$ cat src/rtl/apb_master_bridge_if.sv
// CPU request port plus shared APB bus of the APB initiator bridge.
// Latency: none; this is wiring only.
// Backpressure: the requester waits for ready, and the bridge waits on the selected PREADY_S.
interface apb_master_bridge_if #(
  parameter int NUM_SLAVES = 4
);
  // CPU side
  logic                    transfer;
  logic                    write;
  logic [31:0]             addr;
  logic [31:0]             wdata;
  logic [31:0]             rdata;
  logic                    ready;
  logic                    err;
  logic                    busy;
  // APB side
  logic [31:0]             PADDR;
  logic [31:0]             PWDATA;
  logic                    PWRITE;
  logic                    PENABLE;
  logic [NUM_SLAVES-1:0]   PSEL;
  logic [32*NUM_SLAVES-1:0] PRDATA_S;
  logic [NUM_SLAVES-1:0]   PREADY_S;

  // Bridge view
  modport master (
    input  transfer, write, addr, wdata, PRDATA_S, PREADY_S,
    output rdata, ready, err, busy, PADDR, PWDATA, PWRITE, PENABLE, PSEL
  );

  // Requester/peripheral view
  modport slave (
    output transfer, write, addr, wdata, PRDATA_S, PREADY_S,
    input  rdata, ready, err, busy, PADDR, PWDATA, PWRITE, PENABLE, PSEL
  );
endinterface

$ cat src/rtl/apb_master_bridge.sv
// APB initiator: decodes a CPU request to one of NUM_SLAVES PSELs and runs SETUP/ACCESS.
// Latency: at least 3 cycles from transfer to ready; unmapped addresses answer ready+err 1 cycle later.
// Backpressure: transfer is only accepted in IDLE. ACCESS waits on PREADY_S[idx], or aborts under APB_TIMEOUT_EN.
module apb_master_bridge #(
  parameter int          NUM_SLAVES     = 4,
  parameter logic [31:0] BASE_ADDR      = 32'h1000_0000,
  parameter int          TIMEOUT_CYCLES = 16
) (
  input logic PCLK,
  input logic PRESET,
  apb_master_bridge_if.master bus
);

  localparam int IW = (NUM_SLAVES > 1) ? $clog2(NUM_SLAVES) : 1;

  typedef enum logic [1:0] {IDLE, SETUP, ACCESS} state_t;

  state_t                state_q;
  logic [31:0]           paddr_q;
  logic [31:0]           pwdata_q;
  logic                  pwrite_q;
  logic                  penable_q;
  logic [NUM_SLAVES-1:0] psel_q;
  logic [IW-1:0]         idx_q;
  logic [31:0]           rdata_q;
  logic                  ready_q;
  logic                  err_q;
  logic                  busy_q;

  logic                  hit_d;
  logic [IW-1:0]         idx_d;
  logic [NUM_SLAVES-1:0] sel_d;
  logic                  pready_sel;
  logic [31:0]           prdata_sel;
  logic                  tmo_d;

  // Address decode of the incoming request: region match and slave index in range.
  always_comb begin
    hit_d = (bus.addr[31:16] == BASE_ADDR[31:16]) &&
            ({28'd0, bus.addr[15:12]} < 32'(NUM_SLAVES));
    idx_d = bus.addr[12 +: IW];
    sel_d = '0;
    for (int i = 0; i < NUM_SLAVES; i++) begin
      sel_d[i] = (idx_d == IW'(i));
    end
  end

  // Only the latched slave's PREADY/PRDATA are looked at; all others are masked.
  always_comb begin
    pready_sel = 1'b0;
    prdata_sel = '0;
    for (int i = 0; i < NUM_SLAVES; i++) begin
      if (idx_q == IW'(i)) begin
        pready_sel = bus.PREADY_S[i];
        prdata_sel = bus.PRDATA_S[32*i +: 32];
      end
    end
  end

`ifdef APB_TIMEOUT_EN
  localparam int CW = ($clog2(TIMEOUT_CYCLES + 1) > 5) ? $clog2(TIMEOUT_CYCLES + 1) : 5;
  logic [CW-1:0] wait_cnt_q;
  // The abort fires at the end of the TIMEOUT_CYCLES-th ACCESS cycle, unless PREADY arrives in that cycle.
  always_comb tmo_d = (wait_cnt_q == CW'(TIMEOUT_CYCLES - 1));
`else
  always_comb tmo_d = 1'b0;
`endif

  // Bridge FSM: all CPU and APB outputs are registered here.
  always_ff @(posedge PCLK or posedge PRESET) begin
    if (PRESET) begin
      state_q   <= IDLE;
      paddr_q   <= '0;
      pwdata_q  <= '0;
      pwrite_q  <= 1'b0;
      penable_q <= 1'b0;
      psel_q    <= '0;
      idx_q     <= '0;
      rdata_q   <= '0;
      ready_q   <= 1'b0;
      err_q     <= 1'b0;
      busy_q    <= 1'b0;
`ifdef APB_TIMEOUT_EN
      wait_cnt_q <= '0;
`endif
    end else begin
      // The completion outputs are one-cycle pulses.
      ready_q <= 1'b0;
      err_q   <= 1'b0;
      rdata_q <= '0;
      case (state_q)
        IDLE: begin
          if (bus.transfer) begin
            if (hit_d) begin
              paddr_q  <= bus.addr;
              pwdata_q <= bus.wdata;
              pwrite_q <= bus.write;
              idx_q    <= idx_d;
              psel_q   <= sel_d;
              busy_q   <= 1'b1;
              state_q  <= SETUP;
            end else begin
              ready_q <= 1'b1;
              err_q   <= 1'b1;
            end
          end
        end
        SETUP: begin
          penable_q <= 1'b1;
          state_q   <= ACCESS;
`ifdef APB_TIMEOUT_EN
          wait_cnt_q <= '0;
`endif
        end
        ACCESS: begin
          if (pready_sel) begin
            psel_q    <= '0;
            penable_q <= 1'b0;
            busy_q    <= 1'b0;
            ready_q   <= 1'b1;
            rdata_q   <= pwrite_q ? 32'd0 : prdata_sel;
            state_q   <= IDLE;
          end else if (tmo_d) begin
            psel_q    <= '0;
            penable_q <= 1'b0;
            busy_q    <= 1'b0;
            ready_q   <= 1'b1;
            err_q     <= 1'b1;
            state_q   <= IDLE;
          end
`ifdef APB_TIMEOUT_EN
          else begin
            wait_cnt_q <= wait_cnt_q + 1'b1;
          end
`endif
        end
        default: state_q <= IDLE;
      endcase
    end
  end

  assign bus.PADDR   = paddr_q;
  assign bus.PWDATA  = pwdata_q;
  assign bus.PWRITE  = pwrite_q;
  assign bus.PENABLE = penable_q;
  assign bus.PSEL    = psel_q;
  assign bus.rdata   = rdata_q;
  assign bus.ready   = ready_q;
  assign bus.err     = err_q;
  assign bus.busy    = busy_q;

endmodule

$ cat src/flat_wrapper.sv
// flat-port wrapper written by rule: the top's interface ports become plain ports
module apb_master_bridge_flat 
#(
  parameter int          NUM_SLAVES     = 4,
  parameter logic [31:0] BASE_ADDR      = 32'h1000_0000,
  parameter int          TIMEOUT_CYCLES = 16
)
  (PCLK, PRESET, bus_transfer, bus_write, bus_addr, bus_wdata, bus_PRDATA_S, bus_PREADY_S, bus_rdata, bus_ready, bus_err, bus_busy, bus_PADDR, bus_PWDATA, bus_PWRITE, bus_PENABLE, bus_PSEL);
  apb_master_bridge_if #(.NUM_SLAVES(NUM_SLAVES)) bus_i ();
  input logic PCLK;
  input logic PRESET;
  input wire logic [$bits(bus_i.transfer)-1:0] bus_transfer;
  input wire logic [$bits(bus_i.write)-1:0] bus_write;
  input wire logic [$bits(bus_i.addr)-1:0] bus_addr;
  input wire logic [$bits(bus_i.wdata)-1:0] bus_wdata;
  input wire logic [$bits(bus_i.PRDATA_S)-1:0] bus_PRDATA_S;
  input wire logic [$bits(bus_i.PREADY_S)-1:0] bus_PREADY_S;
  output wire logic [$bits(bus_i.rdata)-1:0] bus_rdata;
  output wire logic [$bits(bus_i.ready)-1:0] bus_ready;
  output wire logic [$bits(bus_i.err)-1:0] bus_err;
  output wire logic [$bits(bus_i.busy)-1:0] bus_busy;
  output wire logic [$bits(bus_i.PADDR)-1:0] bus_PADDR;
  output wire logic [$bits(bus_i.PWDATA)-1:0] bus_PWDATA;
  output wire logic [$bits(bus_i.PWRITE)-1:0] bus_PWRITE;
  output wire logic [$bits(bus_i.PENABLE)-1:0] bus_PENABLE;
  output wire logic [$bits(bus_i.PSEL)-1:0] bus_PSEL;
  assign bus_i.transfer = bus_transfer;
  assign bus_i.write = bus_write;
  assign bus_i.addr = bus_addr;
  assign bus_i.wdata = bus_wdata;
  assign bus_i.PRDATA_S = bus_PRDATA_S;
  assign bus_i.PREADY_S = bus_PREADY_S;
  assign bus_rdata = bus_i.rdata;
  assign bus_ready = bus_i.ready;
  assign bus_err = bus_i.err;
  assign bus_busy = bus_i.busy;
  assign bus_PADDR = bus_i.PADDR;
  assign bus_PWDATA = bus_i.PWDATA;
  assign bus_PWRITE = bus_i.PWRITE;
  assign bus_PENABLE = bus_i.PENABLE;
  assign bus_PSEL = bus_i.PSEL;
  apb_master_bridge #(.NUM_SLAVES(NUM_SLAVES), .BASE_ADDR(BASE_ADDR), .TIMEOUT_CYCLES(TIMEOUT_CYCLES)) u_core (.PCLK(PCLK), .PRESET(PRESET), .bus(bus_i));
endmodule
$ cat config.mk
export PLATFORM = sky130hd
export DESIGN_NAME = apb_master_bridge_flat
export DESIGN_NICKNAME = d
export VERILOG_FILES = /design/src/rtl/apb_master_bridge_if.sv /design/src/rtl/apb_master_bridge.sv /design/src/flat_wrapper.sv
export SDC_FILE = /design/constraint.sdc
export NUM_CORES = 1
export LEC_CHECK = 0
export ABC_AREA = 1
export ABC_CLOCK_PERIOD_IN_PS = 6800
export CAP_MARGIN = 10
export CORE_AREA = 2 2 119 121
export DETAILED_ROUTE_END_ITERATION = 10
export DIE_AREA = 0 0 121 123
export GPL_ROUTABILITY_DRIVEN = 0
export PLACE_DENSITY = 0.78
export SYNTH_ARGS = -nofsm -noshare
export SYNTH_HDL_FRONTEND = slang
export SYNTH_SLANG_ARGS = --single-unit
$ cat constraint.sdc
create_clock -name PCLK -period 6.8 [get_ports PCLK]
set_clock_uncertainty 0.2 [all_clocks]
set_input_delay 2.04 -clock PCLK [delete_from_list [all_inputs] [get_ports PCLK]]
set_output_delay 2.04 -clock PCLK [all_outputs]
set_load 0.01 [all_outputs]
==> results_dict.tcl, run 1 <==
set metrics [dict create \
    setup_viol 0 \
    ys_ff_latch 107 \
    cts_max_level 3 \
    yosys_most_used_dff "dfrtp_1" \
    ant_nets 0 \
    power_leakage_nw 3.89 \
    layout-drive-gt1-share_pct 3.43 \
    period_minus_slack_ns 4.34 \
    grt_use_total_pct 21.5 \
    outcome "finished clean" \
    clockBufferDepth 2 \
    pre_cts_ws_ns 2.07 \
    core_um2 13600 \
    relSlewSlack_pct 34.4 \
    holdPathStages 1 \
    yosys_warnings 0 \
    hold_path.class "reg2reg" \
    cts_tree "yes" \
    synth_area_leader_cell "dfrtp_1" \
    cts_buffers 9 \
    synthTopCellsByArea "dfrtp_1, nand2_1, nor2_1, o21ai_0, nand3_1" \
    syn_inst 612 \
    dr.first_iter.drc_count 268 \
    synthTopCellsByCount "nand2_1, dfrtp_1, nor2_1" \
    worstMarginPinSlew_ns 0.981 \
    grt-ovfl-total 0 \
    synthesis.nets 812 \
    maxCapViolCount 0 \
    async_flop_share_pct 100 \
    syn_area_per_cell_um2 7.83 \
    crit_fanout 46 \
    crit_type "in2reg" \
    start_util_pct 35.2 \
    grt_start_max_net_pins 58 \
    wl_mm 16.2 \
    antennaDiodeCount 0 \
    cts_sinks 107 \
    fmax_mhz 231 \
    yosysMostFrequentCell "nand2_1" \
    antenna_found_initial 0 \
    rows 43 \
    synth_cell_type_count 20 \
    hold_viol 0 \
    clockRootBuffer "clkbuf_16" \
    ys_seq_area_share_pct 55.9 \
    dr_total_vias 5025 \
    crit_arrival_ns 4.41 \
    setup_ws_ns 2.46 \
    final_nets 1100 \
    rsz0062_at_grt "no" \
    wl_per_cell_um 14.9 \
    synth_top_area_share_pct 55.9 \
    cp-end-kind "register" \
    cts_resized 0 \
    grt_pass1_wl_mm 25.1 \
    dr.pass1.iters 4 \
    io_buffers 304 \
    drc_errors 0 \
    ir_drop_mv 0.100 \
    die-area_um2 14900 \
    syn_to_final_growth_pct 73.0 \
    synth_edf_count 0 \
    clk_latency_ns 0.34 \
    final_area_um2 8290 \
    ios 305 \
    grt_pass1_vias 4887 \
    clkTransAtPathRegs_ns 0.07 \
    period_share_pct 63.8 \
    cellPowerDensity_nw_per_um2 161 \
    place_area_um2 7970 \
    required_ns 6.87 \
    synth_area_um2 4790 \
    rr_worst_depth 7 \
    hpwl_mm 12.0 \
    cts_setup_buffers 0 \
    tns_ns 0 \
    crit_path_start_kind "primary input" \
    cts.hold.buffers_added 0 \
    die_y_um 123 \
    slew_violations 0 \
    avgViaCountPerCell 4.63 \
    die_w_um 121 \
]
[through the flow]
step | hold WS, ns | instances | total power, mW | util, %
3_3_place_gp | 0.253 | 1069 | 0.799 | 58.6
5_1_grt | 0.300 | 1085 | 1.39 | 60.9
2_1_floorplan | 0.290 | 612 | 0.676 | -
6_report | 0.276 | 1085 | 1.34 | 60.9
3_5_place_dp | 0.258 | 1069 | 0.801 | 58.6
4_1_cts | 0.275 | 1085 | 1.35 | 60.9
[routing by layer]
| metal | vias up | wire, um | track usage (%) |
|---|---|---|---|
| met5 | - | 0 | 0 |
| met4 | 0 | 312 | 8.07 |
| li1 | 2487 | - | - |
| met2 | 182 | 8160 | 36.8 |
| met1 | 2338 | 6470 | 26.1 |
| met3 | 18 | 1240 | 5.77 |
[area by class of cell]
class | count | area (um2)
fillers | 1211 | 5320
well taps | 180 | 225
clock buffers | 10 | 239
repair buffers | 313 | 3110
clock inverters | 6 | 78.8
inverters | 42 | 160
flip-flops and latches | 107 | 2680
multi-input cells | 427 | 1800
[cells by family (layout without fill, tap and decap cells)]
group / count (synthesis) / count (layout) / share of synthesized area (%)
simple gates: 360 / 360 / 30.3
flops: 107 / 107 / 55.9
buf+inv: 78 / 371 / 6.81
compound gates: 67 / 67 / 7.07
[flip-flops by register name, indices dropped and copies added, names as in the netlist]
| name | count |
|---|---|
| u_core.bus.PADDR | 31 |
| u_core.bus.PENABLE | 1 |
| u_core.bus.PSEL | 4 |
| u_core.bus.PWDATA | 32 |
| u_core.bus.PWRITE | 1 |
| u_core.bus.busy | 1 |
| u_core.bus.err | 1 |
| u_core.bus.rdata | 32 |
| u_core.bus.ready | 1 |
| u_core.idx_q | 1 |
| u_core.state_q | 2 |
[worst paths after layout]
kind	from	to	slack [ns]
max in group asynchronous	PRESET	u_core.bus.rdata[15]	3.32
worst max register to register	u_core.bus.PADDR[13]	u_core.bus.rdata[5]	3.88
worst max-delay path	bus_addr[14]	u_core.bus.PSEL[1]	2.46
worst min-delay path	u_core.bus.PADDR[28]	u_core.bus.PADDR[28]	0.28
min in group asynchronous	PRESET	u_core.bus.PWDATA[3]	1.96
worst min register to register	u_core.bus.PADDR[28]	u_core.bus.PADDR[28]	0.28
[where the power goes]
group | total, mW | switching [mW] | leakage (nW) | internal (mW)
sequential | 0.637 | 0.000446 | 1.40 | 0.637
clock | 0.549 | 0.245 | 0.158 | 0.304
combinational | 0.150 | 0.0405 | 2.34 | 0.109
[layout by cell type, fill, tap and decap left out, drive strengths merged]
cell | Yosys | routed
or2 | 4 | 4
nand2 | 203 | 203
nand4 | 1 | 1
bufinv | 0 | 1
nor2 | 89 | 89
buf | 20 | 9
nor3b | 1 | 1
o21ai | 65 | 65
clkinv | 0 | 1
dfrtp | 107 | 107
o22ai | 1 | 1
inv | 42 | 46
o21a | 1 | 1
nand3 | 43 | 43
clkdlybuf4s50 | 0 | 304
nor3 | 19 | 19
clkbuf | 16 | 10
[worst max-delay path, cell delays in order]
cell	delay, ns
clkdlybuf4s50_1	0.40
or2_1	0.22
nor2_1	0.21
nand3_1	0.17
nor2_4	0.78
buf_4	0.41
nand3_1	0.11
nand2_1	0.07
(Power assumes the default switching activity.)
==> run 2: changes to the inputs <==
Settings changed: ABC_CLOCK_PERIOD_IN_PS 6800 to 4300, CORE_AREA 2 2 119 121 to not set, CORE_MARGIN set to 2, CORE_UTILIZATION set to 37, DIE_AREA 0 0 121 123 to not set, PLACE_DENSITY 0.78 to 0.81.
Clock period 6.8 ns to 4.3 ns, I/O delays scaled along.
==> results_dict.tcl, run 2 (synthesis gave the netlist of run 1 again) <==
set metrics [dict create \
    cts_setup_buffers 0 \
    cts_tree "yes" \
    grt-ovfl-total 0 \
    crit_type "reg2reg" \
    die_y_um 118 \
    crit_path_start_kind "register" \
    ant_nets 0 \
    final_common_cell "clkdlybuf4s50_1" \
    cts_max_level 3 \
    mostFrequentLayoutCells "clkdlybuf4s50_1, nand2_1, dfrtp_1" \
    antenna_found_initial 0 \
    rsz0062_at_grt "no" \
    die_w_um 118 \
    crit_fanout 39 \
    slowest_delay_ns 0.83 \
    setup_viol 0 \
    slew_violations 0 \
    layout-drive-gt1-share_pct 3.10 \
    final_nets 1099 \
    cts.hold.buffers_added 0 \
    io_buffers 304 \
    outcome "finished clean" \
    avgViaCountPerCell 4.72 \
    maxCapViolCount 0 \
    drc_errors 0 \
    grt_pass1_wl_mm 26.2 \
    clockRootBuffer "clkbuf_16" \
    ios 305 \
    crit_arrival_ns 3.35 \
    cp_slowest_cell "dfrtp_1" \
    period_minus_slack_ns 3.33 \
    power_leakage_nw 3.86 \
    hold_path.class "reg2reg" \
    ir_drop_mv 0.172 \
    syn_to_final_growth_pct 72.3 \
    worstMarginPinSlew_ns 0.875 \
    dr.first_iter.drc_count 313 \
    dr.pass1.iters 5 \
    hold_viol 0 \
    cts_buffers 9 \
    wl_mm 16.3 \
    holdWs_ns 0.275 \
    wl_per_cell_um 15.2 \
    relSlewSlack_pct 41.5 \
    core_um2 12600 \
    cp_cell_sequence "inv_2 > nor2_2 > nand2_1 > nand3_1 > nand3_2 > nor3_1" \
    final_area_um2 8260 \
    cp-end-kind "register" \
    tns_ns 0 \
    clockBufferDepth 2 \
    place_area_um2 7990 \
    grt_start_max_net_pins 64 \
    hpwl_mm 12.2 \
    period_share_pct 77.5 \
    cellPowerDensity_nw_per_um2 242 \
    antennaDiodeCount 0 \
    clkTransAtPathRegs_ns 0.07 \
    fin_util_pct 65.5 \
    start_util_pct 38.0 \
    cts_sinks 107 \
    die-area_um2 13900 \
    required_ns 4.32 \
    clk_latency_ns 0.33 \
    grt_use_total_pct 23.6 \
    grt_pass1_vias 5088 \
    dr_total_vias 5071 \
    rows 41 \
    cts_resized 0 \
    fmax_mhz 300 \
]
run 2: cell types whose count changed in the layout (fill, tap and decap cells not counted), sizes merged:
cell      previous run  this run
buf                  9         8
bufinv               1         0
clkinvlp             0         3
inv                 46        43
run 2: cell type report:
type	count	area [um2]
clock buffer	10	229
clock inverter	5	37.5
fill	1073	4360
inverter	42	161
multi-input combinational	427	1800
sequential	107	2680
tap	172	215
timing repair buffer	312	3140
run 2: worst paths after layout:
check / start / endpoint / slack [ns] / cells after the start
min reg2reg: u_core.bus.PADDR[28] / u_core.bus.PADDR[28] / 0.27 / 1
max in group asynchronous: PRESET / u_core.bus.rdata[14] / 1.95 / 3
max: u_core.bus.PADDR[13] / u_core.bus.rdata[31] / 0.97 / 6
min in group asynchronous: PRESET / u_core.bus.PWDATA[2] / 1.26 / 2
max reg2reg: u_core.bus.PADDR[13] / u_core.bus.rdata[31] / 0.97 / 6
min: u_core.bus.PADDR[28] / u_core.bus.PADDR[28] / 0.27 / 1
run 2: stage by stage:
step	cells	power [mW]	setup WS (ns)
2_1_floorplan	612	1.07	1.52
3_3_place_gp	1060	1.27	0.950
3_5_place_dp	1060	1.27	0.949
4_1_cts	1075	2.02	0.938
5_1_grt	1075	2.08	0.486
6_report	1075	2.00	0.967
run 2: worst max-delay path: cells and delay by family, from the launching register on:
family                 cells  cell delay [ns]
buffers and inverters      1             0.34
DFF                        1             0.83
and+or+nand+nor            5             1.84
run 2: report_power, final:
part	total [mW]	internal (mW)	switching (mW)
registers	1.01	1.01	0.000719
clock network	0.751	0.393	0.358
logic	0.242	0.176	0.0660
total	2.00	1.58	0.425
run 2: layer usage:
layer	part of all wire (%)	routed length, um	track usage, %	vias to the layer above
li1	-	-	-	2476
met1	40	6520	28.9	2338
met2	49	7960	39.8	222
met3	8.2	1330	6.15	35
met4	3.1	502	9.26	0
met5	0	0	0	-
